**config.mk**
```make
export PLATFORM = sky130hd
export DESIGN_NAME = cache_refill_ctrl_flat
export DESIGN_NICKNAME = d
export VERILOG_FILES = /design/src/rtl/cache_refill_ctrl_pkg.sv /design/src/rtl/cache_refill_ctrl_if.sv /design/src/rtl/cache_refill_ctrl.sv /design/src/flat_wrapper.sv
export SDC_FILE = /design/constraint.sdc
export NUM_CORES = 1
export LEC_CHECK = 0
export ABC_CLOCK_PERIOD_IN_PS = 4300
export CAP_MARGIN = 20
export CORE_MARGIN = 8
export CORE_UTILIZATION = 45
export CTS_CLUSTER_SIZE = 30
export DETAILED_ROUTE_END_ITERATION = 16
export PLACE_DENSITY = 0.84
export SYNTH_ARGS = -nofsm -noshare
export SYNTH_HDL_FRONTEND = slang
export SYNTH_SLANG_ARGS = --single-unit
```
**constraint.sdc**
```tcl
create_clock -name clk -period 4.3 [get_ports clk]
set_input_delay 0.86 -clock clk [delete_from_list [all_inputs] [get_ports clk]]
set_output_delay 0.86 -clock clk [all_outputs]
set_load 0.02 [all_outputs]
```
**src/rtl/cache_refill_ctrl_pkg.sv**
```systemverilog
// Shared cache types: refill FSM states, address split and block-base helper.
package cache_refill_ctrl_pkg;

  localparam int DEF_RAM_ADDRESS_BITS = 10;
  localparam int DEF_DATA_BITS        = 32;
  localparam int DEF_BLOCK_BITS       = 2;

  typedef enum logic [1:0] {
    IDLE = 2'd0,
    WB   = 2'd1,
    FILL = 2'd2,
    DONE = 2'd3
  } refill_state_t;

  // Word address split into block number and word offset, shared with the cache.
  typedef struct packed {
    logic [DEF_RAM_ADDRESS_BITS-DEF_BLOCK_BITS-1:0] block;
    logic [DEF_BLOCK_BITS-1:0]                      offset;
  } addr_split_t;

  // Clears the word-offset bits so the address points at word 0 of its block.
  function automatic logic [31:0] block_base(input logic [31:0] addr,
                                             input int unsigned block_bits);
    return addr & ~((32'd1 << block_bits) - 32'd1);
  endfunction

endpackage

```
**src/rtl/cache_refill_ctrl_if.sv**
```systemverilog
// Single-word RAM port: request/ack handshake with write data and read data.
interface cache_refill_ctrl_if #(
  parameter int RAM_ADDRESS_BITS = 10,
  parameter int DATA_BITS        = 32
);
  logic                        mem_req;
  logic                        mem_we;
  logic [RAM_ADDRESS_BITS-1:0] mem_addr;
  logic [DATA_BITS-1:0]        mem_wdata;
  logic                        mem_ack;
  logic [DATA_BITS-1:0]        mem_rdata;

  modport master (
    output mem_req, mem_we, mem_addr, mem_wdata,
    input  mem_ack, mem_rdata
  );

  modport slave (
    input  mem_req, mem_we, mem_addr, mem_wdata,
    output mem_ack, mem_rdata
  );
endinterface

```
**src/rtl/cache_refill_ctrl.sv**
```systemverilog
// Miss sequencer: optional word-by-word victim write-back, then block refill.
module cache_refill_ctrl
  import cache_refill_ctrl_pkg::*;
#(
  parameter int  RAM_ADDRESS_BITS = DEF_RAM_ADDRESS_BITS,
  parameter int  DATA_BITS        = DEF_DATA_BITS,
  parameter int  BLOCK_BITS       = DEF_BLOCK_BITS,
  localparam int BLOCK_SIZE       = 1 << BLOCK_BITS
) (
  input  logic                                  clk,
  input  logic                                  reset_n,
  input  logic                                  miss_req,
  input  logic [RAM_ADDRESS_BITS-1:0]           miss_addr,
  input  logic                                  wb_en,
  input  logic [RAM_ADDRESS_BITS-1:0]           wb_addr,
  input  logic [BLOCK_SIZE-1:0][DATA_BITS-1:0]  wb_data,
  output logic                                  fill_valid,
  output logic [BLOCK_SIZE-1:0][DATA_BITS-1:0]  fill_data,
  output logic                                  busy,
  cache_refill_ctrl_if.master                   mem
);

  localparam logic [BLOCK_BITS-1:0] LAST_WORD = BLOCK_BITS'(BLOCK_SIZE - 1);

  refill_state_t                         state_r;
  refill_state_t                         next_state_s;
  logic [BLOCK_BITS-1:0]                 cnt_r;
  logic [RAM_ADDRESS_BITS-1:0]           fill_base_r;
  logic [RAM_ADDRESS_BITS-1:0]           wb_base_r;
  logic [BLOCK_SIZE-1:0][DATA_BITS-1:0]  wb_buf_r;
  logic [BLOCK_SIZE-1:0][DATA_BITS-1:0]  fill_buf_r;
  logic [BLOCK_SIZE-1:0][DATA_BITS-1:0]  fill_data_r;
  logic [RAM_ADDRESS_BITS-1:0]           cnt_ext_s;
  logic                                  last_word_s;

  assign last_word_s = (cnt_r == LAST_WORD);
  assign cnt_ext_s   = {{(RAM_ADDRESS_BITS-BLOCK_BITS){1'b0}}, cnt_r};

  // State register.
  always_ff @(posedge clk) begin
    if (!reset_n) begin
      state_r <= IDLE;
    end else begin
      state_r <= next_state_s;
    end
  end

  // Next-state decode; the ack only advances the FSM in the bus-owning states.
  always_comb begin
    next_state_s = state_r;
    case (state_r)
      IDLE: begin
        if (miss_req) begin
          next_state_s = wb_en ? WB : FILL;
        end else begin
          next_state_s = IDLE;
        end
      end
      WB: begin
        if (mem.mem_ack && last_word_s) begin
          next_state_s = FILL;
        end else begin
          next_state_s = WB;
        end
      end
      FILL: begin
        if (mem.mem_ack && last_word_s) begin
          next_state_s = DONE;
        end else begin
          next_state_s = FILL;
        end
      end
      DONE:    next_state_s = IDLE;
      default: next_state_s = IDLE;
    endcase
  end

  // Request capture, word counter and block buffers.
  always_ff @(posedge clk) begin
    if (!reset_n) begin
      cnt_r       <= '0;
      fill_base_r <= '0;
      wb_base_r   <= '0;
      wb_buf_r    <= '0;
      fill_buf_r  <= '0;
      fill_data_r <= '0;
    end else begin
      case (state_r)
        IDLE: begin
          if (miss_req) begin
            fill_base_r <= RAM_ADDRESS_BITS'(block_base(32'(miss_addr), BLOCK_BITS));
            wb_base_r   <= RAM_ADDRESS_BITS'(block_base(32'(wb_addr), BLOCK_BITS));
            wb_buf_r    <= wb_data;
            cnt_r       <= '0;
          end
        end
        WB: begin
          if (mem.mem_ack) begin
            cnt_r <= cnt_r + BLOCK_BITS'(1);
          end
        end
        FILL: begin
          if (mem.mem_ack) begin
            fill_buf_r[cnt_r] <= mem.mem_rdata;
            cnt_r             <= cnt_r + BLOCK_BITS'(1);
            // Publish the whole block as DONE begins; the final word comes straight off the bus.
            if (last_word_s) begin
              fill_data_r                 <= fill_buf_r;
              fill_data_r[BLOCK_SIZE-1]   <= mem.mem_rdata;
            end
          end
        end
        default: begin
        end
      endcase
    end
  end

  // RAM port decoded from state and registered fields only, never from miss_req.
  always_comb begin
    mem.mem_req   = 1'b0;
    mem.mem_we    = 1'b0;
    mem.mem_addr  = '0;
    mem.mem_wdata = '0;
    if (state_r == WB) begin
      mem.mem_req   = 1'b1;
      mem.mem_we    = 1'b1;
      mem.mem_addr  = wb_base_r | cnt_ext_s;
      mem.mem_wdata = wb_buf_r[cnt_r];
    end else if (state_r == FILL) begin
      mem.mem_req   = 1'b1;
      mem.mem_addr  = fill_base_r | cnt_ext_s;
    end else begin
      mem.mem_req   = 1'b0;
    end
  end

  assign busy       = (state_r != IDLE);
  assign fill_valid = (state_r == DONE);
  assign fill_data  = fill_data_r;

endmodule
```
**src/flat_wrapper.sv**
```systemverilog
// flat-port wrapper written by rule: the top's interface ports become plain ports
module cache_refill_ctrl_flat import cache_refill_ctrl_pkg::*;
#(
  parameter int  RAM_ADDRESS_BITS = DEF_RAM_ADDRESS_BITS,
  parameter int  DATA_BITS        = DEF_DATA_BITS,
  parameter int  BLOCK_BITS       = DEF_BLOCK_BITS,
  localparam int BLOCK_SIZE       = 1 << BLOCK_BITS
)
  (clk, reset_n, miss_req, miss_addr, wb_en, wb_addr, wb_data, fill_valid, fill_data, busy, mem_mem_req, mem_mem_we, mem_mem_addr, mem_mem_wdata, mem_mem_ack, mem_mem_rdata);
  cache_refill_ctrl_if #(.RAM_ADDRESS_BITS(RAM_ADDRESS_BITS), .DATA_BITS(DATA_BITS)) mem_i ();
  input  logic clk;
  input  logic reset_n;
  input  logic miss_req;
  input  logic [RAM_ADDRESS_BITS-1:0] miss_addr;
  input  logic wb_en;
  input  logic [RAM_ADDRESS_BITS-1:0] wb_addr;
  input  logic [BLOCK_SIZE-1:0][DATA_BITS-1:0] wb_data;
  output logic fill_valid;
  output logic [BLOCK_SIZE-1:0][DATA_BITS-1:0] fill_data;
  output logic busy;
  output wire logic [$bits(mem_i.mem_req)-1:0] mem_mem_req;
  output wire logic [$bits(mem_i.mem_we)-1:0] mem_mem_we;
  output wire logic [$bits(mem_i.mem_addr)-1:0] mem_mem_addr;
  output wire logic [$bits(mem_i.mem_wdata)-1:0] mem_mem_wdata;
  input wire logic [$bits(mem_i.mem_ack)-1:0] mem_mem_ack;
  input wire logic [$bits(mem_i.mem_rdata)-1:0] mem_mem_rdata;
  assign mem_mem_req = mem_i.mem_req;
  assign mem_mem_we = mem_i.mem_we;
  assign mem_mem_addr = mem_i.mem_addr;
  assign mem_mem_wdata = mem_i.mem_wdata;
  assign mem_i.mem_ack = mem_mem_ack;
  assign mem_i.mem_rdata = mem_mem_rdata;
  cache_refill_ctrl #(.RAM_ADDRESS_BITS(RAM_ADDRESS_BITS), .DATA_BITS(DATA_BITS), .BLOCK_BITS(BLOCK_BITS)) u_core (.clk(clk), .reset_n(reset_n), .miss_req(miss_req), .miss_addr(miss_addr), .wb_en(wb_en), .wb_addr(wb_addr), .wb_data(wb_data), .fill_valid(fill_valid), .fill_data(fill_data), .busy(busy), .mem(mem_i));
endmodule
```
==> summary.txt, run 1 <==
STA
  • Worst slew slack as a fraction of its limit: 31.4%
  • Final setup violation count: 0
  • Fin crit period: 3860 ps
  • RSZ-0062 raised after global routing: no
  • Worst clock skew on the final layout: 23.0 ps
  • Hold Vio Cnt, Final: 0
  • Max Slew Vio Count: 0
  • Slew of the pin with the lowest slew margin: 1030 ps
  • Post-route clock period utilization: 89.7%
  • Highest achievable clock rate: 0.259 GHz
  • Final total negative setup slack: 0 ps

Setup path
  • Critical Path Sink: mem_mem_wdata[17]
  • Largest delay contributor family on the critical path: buffers and inverters
  • CP Data Required Time: 3440 ps
  • CP Buf/Inv Count: 3
  • Critical path fanouts, max: 30
  • Start-to-end type of the worst setup path: flip-flop to output port
  • Reg2Reg Launch Point: u_core.cnt_r[1]
  • Reg2reg end: u_core.fill_data[78]
  • Endpoint kind of the worst setup timing path: output port
  • Flop-to-flop setup slack: 1440 ps
  • Number of gates on the worst path with buffers counted: 5
  • Critical Path Source Type: flip-flop
  • CP max stage cell: sky130_fd_sc_hd__ha_1
  • Arr. time, crit path: 3000 ps
  • Count of cells along the worst register-to-register path: 5
  • Ordered cell list for the critical path: inv_1 > ha_1 > buf_4 > and2_1 > clkdlybuf4s50_1
  • Slowest Stage Delay on Critical Path: 850 ps
  • Startpoint of the most critical setup path: u_core.state_r[1]

Yosys
  • Yosys cell types: 22
  • Compound-Gate Fraction of Synth Area: 19.0%
  • Count of synthesis-stage warnings from yosys: 0
  • Sequential element share of the synthesized area: 49.6%
  • Primary flip-flop cell chosen by synthesis mapping: sky130_fd_sc_hd__dfxtp_1
  • Synth Area per Inst: 8.61 µm²
  • Share of synthesized cell area in full adder, half adder and majority cells: 0.750%
  • Fraction of synthesized cell area taken by the top area cell type: 49.6%
  • Area of the mapped netlist: 15000 µm²
  • Post-synthesis sequential element count: 372
  • Fraction of registers with async set/reset: 0%
  • Share of the synthesized netlist area taken by xor and xnor gates: 0%
  • Dominant cell type by area after synthesis: sky130_fd_sc_hd__dfxtp_1
  • Ranking of synthesized cells by area: sky130_fd_sc_hd__dfxtp_1, sky130_fd_sc_hd__nand2_1, sky130_fd_sc_hd__a21boi_0
  • Fraction of the mapped netlist area in simple logic gates: 20.8%
  • Main combinational cell family by area after synthesis: simple AND/OR/NAND/NOR gates
  • Number of flops mapped to enable cells by yosys: 0
  • Fraction of synthesized area in multiplexers: 5.03%
  • Mapped Nets: 1939
  • Cells after Synth: 1745

Routing
  • Vias/cell: 5.05
  • DR vias: 12600
  • Drt wl/cell: 18.2 µm
  • Length of the first detailed-routing pass in iterations: 5
  • Remaining design rule violation count: 0
  • Final ANT Viol Nets: 0
  • Number of DRC violations after detailed-routing iteration 0: 754
  • Routed WL: 45.5 mm

Cells and area
  • Leading cell types in the layout, fill and taps excluded: sky130_fd_sc_hd__nand2_1, sky130_fd_sc_hd__dfxtp_1, sky130_fd_sc_hd__clkdlybuf4s50_1
  • Leading cell type in the layout, fill and taps excluded: sky130_fd_sc_hd__nand2_1
  • Share of layout cells above drive strength 1: 5.42%
  • Synthesis-to-layout area growth: 32.7%
  • Post-layout net count: 2214
  • Fin util: 60.0%

Run
  • # Max-Cap Violations: 0

Floorplanning
  • Chip Width: 199 µm
  • Num ports: 359
  • Total number of placement rows: 67
  • Area of the core region: 33200 µm²
  • Height of the die: 199 µm
  • DIE AREA: 39500 µm²
  • Starting density of the core: 45.2%

Placement
  • Total half-perimeter wirelength after legalization and detailed placement: 31.0 mm
  • Final weighted congestion in routability-driven placement: 0.913
  • Quantity of I/O buffers inserted on ports: 354

Hold path
  • Hold/Removal Path Class: flip-flop to flip-flop
  • Hold path cells: 2

CTS
  • Clock root buffer: sky130_fd_sc_hd__clkbuf_16
  • Inserted Clock Buffers: 40
  • Clock tree from TritonCTS: yes
  • Count of hold buffers inserted by post-cts repair: 0
  • Worst-Skew Late Latency: 540 ps
  • Post-CTS Setup Inserts: 0
  • Clock net sink count: 372
  • Worst-case clock buffer depth: 3
  • Clock edge transition at the registers on the reported setup and hold paths: 60 ps
  • CTS H-Tree Depth: 2
  • Number of gates given a new drive strength after cts: 0

Power
  • Overall power of the completed layout: 7660 µW
  • Internal power summed over all cells: 5860 µW
  • Gate power share: 9.4%
  • Peak supply drop: 0.302 mV
  • Switching power total: 1800 µW
  • Power share of the clock group: 43.3%
  • Leakage power figure: 0.00684 µW
  • Cell area power density: 384 nW/µm²
  • Sequential power share: 47.3%
  • Sw Share: 23.5%

GRT
  • Vias in the first global route: 12400
  • First-pass GRT wire length: 68.9 mm
  • All-layer global routing usage: 22.0%
  • Largest net degree at the start of global routing: 144
  • Number of antenna violations at the first check in global routing: 3
  • Global route overflow: 0

Run status
  • Result of the run: finished, final reports clean
[worst min-delay path by stage]
stage                         from  slack, ps                  end
2_1_floorplan  u_core.wb_buf_r[68]        430  u_core.wb_buf_r[68]
3_3_place_gp   u_core.wb_buf_r[19]        440  u_core.wb_buf_r[19]
3_5_place_dp   u_core.wb_buf_r[21]        450  u_core.wb_buf_r[21]
4_1_cts        u_core.wb_buf_r[21]        450  u_core.wb_buf_r[21]
5_1_grt        u_core.wb_buf_r[69]        470  u_core.wb_buf_r[69]
6_report       u_core.wb_buf_r[21]        450  u_core.wb_buf_r[21]
[logic make-up (layout without fill, tap and decap cells)]
family          Yosys count  count (layout)
simple gates            803             803
compound gates          382             382
flops                   372             372
buf+inv                 145             449
mux                      34              34
fa+ha+maj                 9               9
other cells               0               4
[worst register-to-register path: stages, from the launching register on]
cell	delay (ps)
sky130_fd_sc_hd__dfxtp_2	990
sky130_fd_sc_hd__ha_1	410
sky130_fd_sc_hd__nand3_4	610
sky130_fd_sc_hd__buf_12	520
sky130_fd_sc_hd__nand2_1	120
sky130_fd_sc_hd__a21boi_0	90
[stage by stage]
step           std cells  hold WS [ps]  area (µm²)  worst slack (ps)
3_5_place_dp        2426           446       18600               953
4_1_cts             2497           454       19900               386
5_1_grt             2497           471       19900               252
2_1_floorplan       1745           432       15000              1870
3_3_place_gp        2426           438       18600              1030
6_report            2501           452       19900               444
[power groups by stage]
stage	combinational, µW	clock, µW	sequential, µW
2_1_floorplan	420	0	3680
4_1_cts	723	3390	3620
6_report	717	3320	3630
3_5_place_dp	716	0	3700
3_3_place_gp	704	0	3690
5_1_grt	777	3530	3640
[final cells by class]
cell class / instances / area (µm²)
Antenna cell: 4 / 10.0
Clock buffer: 61 / 1170
Timing Repair Buffer: 371 / 3740
Inverter: 7 / 26.3
Fill cell: 2754 / 13300
Clock inverter: 10 / 114
Tap cell: 448 / 561
Sequential cell: 372 / 7450
Multi-Input combinational cell: 1228 / 6860
[registers in the layout, summed over array words and instances, names as in the netlist]
register	cells
u_core.fill_data	128
u_core.wb_buf_r	128
u_core.fill_buf_r	96
u_core.fill_base_r	8
u_core.wb_base_r	8
u_core.cnt_r	2
u_core.state_r	2
[cells in the mapped netlist, types with 2 or more instances]
master,n
sky130_fd_sc_hd__a21boi_0,335
sky130_fd_sc_hd__a21boi_1,35
sky130_fd_sc_hd__and2_1,33
sky130_fd_sc_hd__and3_1,5
sky130_fd_sc_hd__buf_12,3
sky130_fd_sc_hd__buf_2,50
sky130_fd_sc_hd__buf_4,20
sky130_fd_sc_hd__clkbuf_1,64
sky130_fd_sc_hd__dfxtp_1,372
sky130_fd_sc_hd__ha_1,9
sky130_fd_sc_hd__inv_1,7
sky130_fd_sc_hd__mux2i_1,2
sky130_fd_sc_hd__mux4_1,4
sky130_fd_sc_hd__mux4_2,28
sky130_fd_sc_hd__nand2_1,755
sky130_fd_sc_hd__nand3_1,7
sky130_fd_sc_hd__nor2_1,3
sky130_fd_sc_hd__o21ai_0,9
[layer usage]
metal	vias up	routed length (µm)	global-route usage, %
met5	-	27	0
met4	4	1350	7.49
met3	88	5180	8.51
met2	428	21600	37.3
met1	5894	17400	25.1
li1	6210	-	-
Note: power is estimated with default switching activity, not from simulation.
==> run 2: changes to the inputs <==
--- a/config.mk
+++ b/config.mk
@@ -5,7 +5,6 @@
 export SDC_FILE = /design/constraint.sdc
 export NUM_CORES = 1
 export LEC_CHECK = 0
-export ABC_CLOCK_PERIOD_IN_PS = 4300
 export CAP_MARGIN = 20
 export CORE_MARGIN = 8
 export CORE_UTILIZATION = 45
==> results of run 2 <==
Same layout as run 1: the final DEF is identical, and so are final timing and power.
==> RTL edit, RTL diff (flow settings as in run 2) <==
Set the package constant `DEF_DATA_BITS` to 64 (it was 32).
--- a/src/rtl/cache_refill_ctrl_pkg.sv
+++ b/src/rtl/cache_refill_ctrl_pkg.sv
@@ -3,5 +3,5 @@
 
   localparam int DEF_RAM_ADDRESS_BITS = 10;
-  localparam int DEF_DATA_BITS        = 32;
+  localparam int DEF_DATA_BITS        = 64;
   localparam int DEF_BLOCK_BITS       = 2;
 
Ports: changed (resized fill_data, mem_mem_rdata, mem_mem_wdata and wb_data); port bits go from 359 to 679. The function was not compared with the original's and may differ.
==> RTL edit against run 2 <==
- area after synthesis grew 92%
- critical path depth shrank 1
- cell count grew 92%
- cell area grew 94%
- routed wire length grew 110%
- sequential cell count grew 352
- setup slack gained 100 ps
- register-to-register slack gained 320 ps
- power grew 98%
==> RTL edit: results (changes against run 2) <==
metric	value	unit	change
status	finished clean		
antenna violations before repair	17		+14
routed vias	25000		+98%
syn_nets	3696		+91%
Cells after Synth	3342		+92%
Final HPWL DP	65700	microns	+110%
Slowest-stage cell, CP	dfxtp_4		
fin cells	4800		+92%
worst reg2reg endpoint	u_core.fill_data[18]		
slowest cell delay on critical path	600	ps	-250 ps
NumNets Final	4236		+91%
number of global-route vias before repair	24200		+95%
Pre-antenna DRT Iters	6		+1
top post-synthesis cells by count	nand2_1 (1459), dfxtp_1 (724), a21boi_0 (607)		
Clk Latency, worst-skew pair	620	ps	+80 ps
count of cell types in the netlist	21		-4.5%
Clock Skews	24.8	ps	+1.76 ps
fraction of layout cells with a size suffix above 1	6.22	%	+0.80 points
I/O Buffers	674		+90%
Place WS	1030	ps	+79.7 ps
most area-consuming cells after synthesis	dfxtp_1 (50%), nand2_1 (19%), a21boi_0 (16%)		
Global Route Usage Sum	25.1	%	+3.1 points
H-Tree Depth	3		+1
R2R Setup Slk	1760	ps	+320 ps
crit path max fanout	20		-33%
Hold Startpoint	u_core.fill_buf_r[95]		
post-synthesis sequential area ratio	50.4	%	+0.80 points
Routed WL	95000	microns	+110%
WHS Endpoint	u_core.fill_data[95]		
Starting Density	45.5	%	+0.28 points
worst r2r src	u_core.state_r[0]		
R2R cell count	6		+1
sw frac	23.7	%	+0.22 points
final RePlAce weighted congestion	0.885		-3.1%
DR iter-0 viols	2151		+190%
first-pass GRT wire length	142000	microns	+110%
[RTL edit: worst max path at each step]
stage	slack [ps]	cells past startpoint	from	end
3_3_place_gp	1110	5	mem_mem_ack	u_core.fill_buf_r[181]
2_1_floorplan	1870	5	u_core.state_r[1]	mem_mem_addr[2]
3_5_place_dp	1030	5	mem_mem_ack	u_core.fill_buf_r[33]
5_1_grt	350	6	u_core.state_r[0]	mem_mem_addr[9]
4_1_cts	470	4	u_core.cnt_r[0]	mem_mem_wdata[6]
6_report	540	4	u_core.cnt_r[0]	mem_mem_wdata[6]
[RTL edit: kinds of logic (layout without fill, tap and decap cells)]
group,Yosys count,count (layout),synth area share (%)
flops,724,724,50.4
compound gates,734,734,19.1
other cells,0,16,0
mux,66,66,5.08
simple gates,1539,1539,20.7
fa+ha+maj,9,9,0.391
buf+inv,270,866,4.34
[RTL edit: final cells by class]
| cell class | count | area, sq um |
|---|---|---|
| well taps | 846 | 1060 |
| repair buffers | 726 | 7440 |
| clock inverters | 25 | 404 |
| fillers | 5124 | 24500 |
| multi-input cells | 2348 | 13100 |
| inverters | 7 | 26.3 |
| diodes | 16 | 40.0 |
| flip-flops and latches | 724 | 14500 |
| clock buffers | 108 | 2150 |
[RTL edit: worst max-delay path: cells and delay by family (launching register included)]
kind          cells  cell delay, ps
buf+inv           2             940
flops             1             600
mux               1             530
simple gates      1             210
[RTL edit: per-stage QoR]
| step | area, sq um | hold slack, ps | utilization (%) |
|---|---|---|---|
| floorplan | 28800 | 431 | - |
| global placement | 36100 | 435 | 57.1 |
| detailed placement | 36100 | 443 | 57.1 |
| CTS | 38700 | 441 | 61.2 |
| global route | 38700 | 456 | 61.3 |
| finish | 38700 | 439 | 61.3 |
[RTL edit: metal layers]
layer,routed length (microns),vias up,track usage (%)
met3,8810,230,7.39
met5,23,-,0
li1,-,11900,-
met1,36600,11800,29.3
met2,44800,972,41.9
met4,4770,4,12.7
[RTL edit: power groups by stage]
stage	combinational [W]	clock (W)	sequential, W
global route	0.00148	0.00712	0.00707
floorplan	0.000742	0	0.00715
global placement	0.00134	0	0.00719
finish	0.00136	0.00672	0.00706
CTS	0.00136	0.00682	0.00705
detailed placement	0.00135	0	0.00720
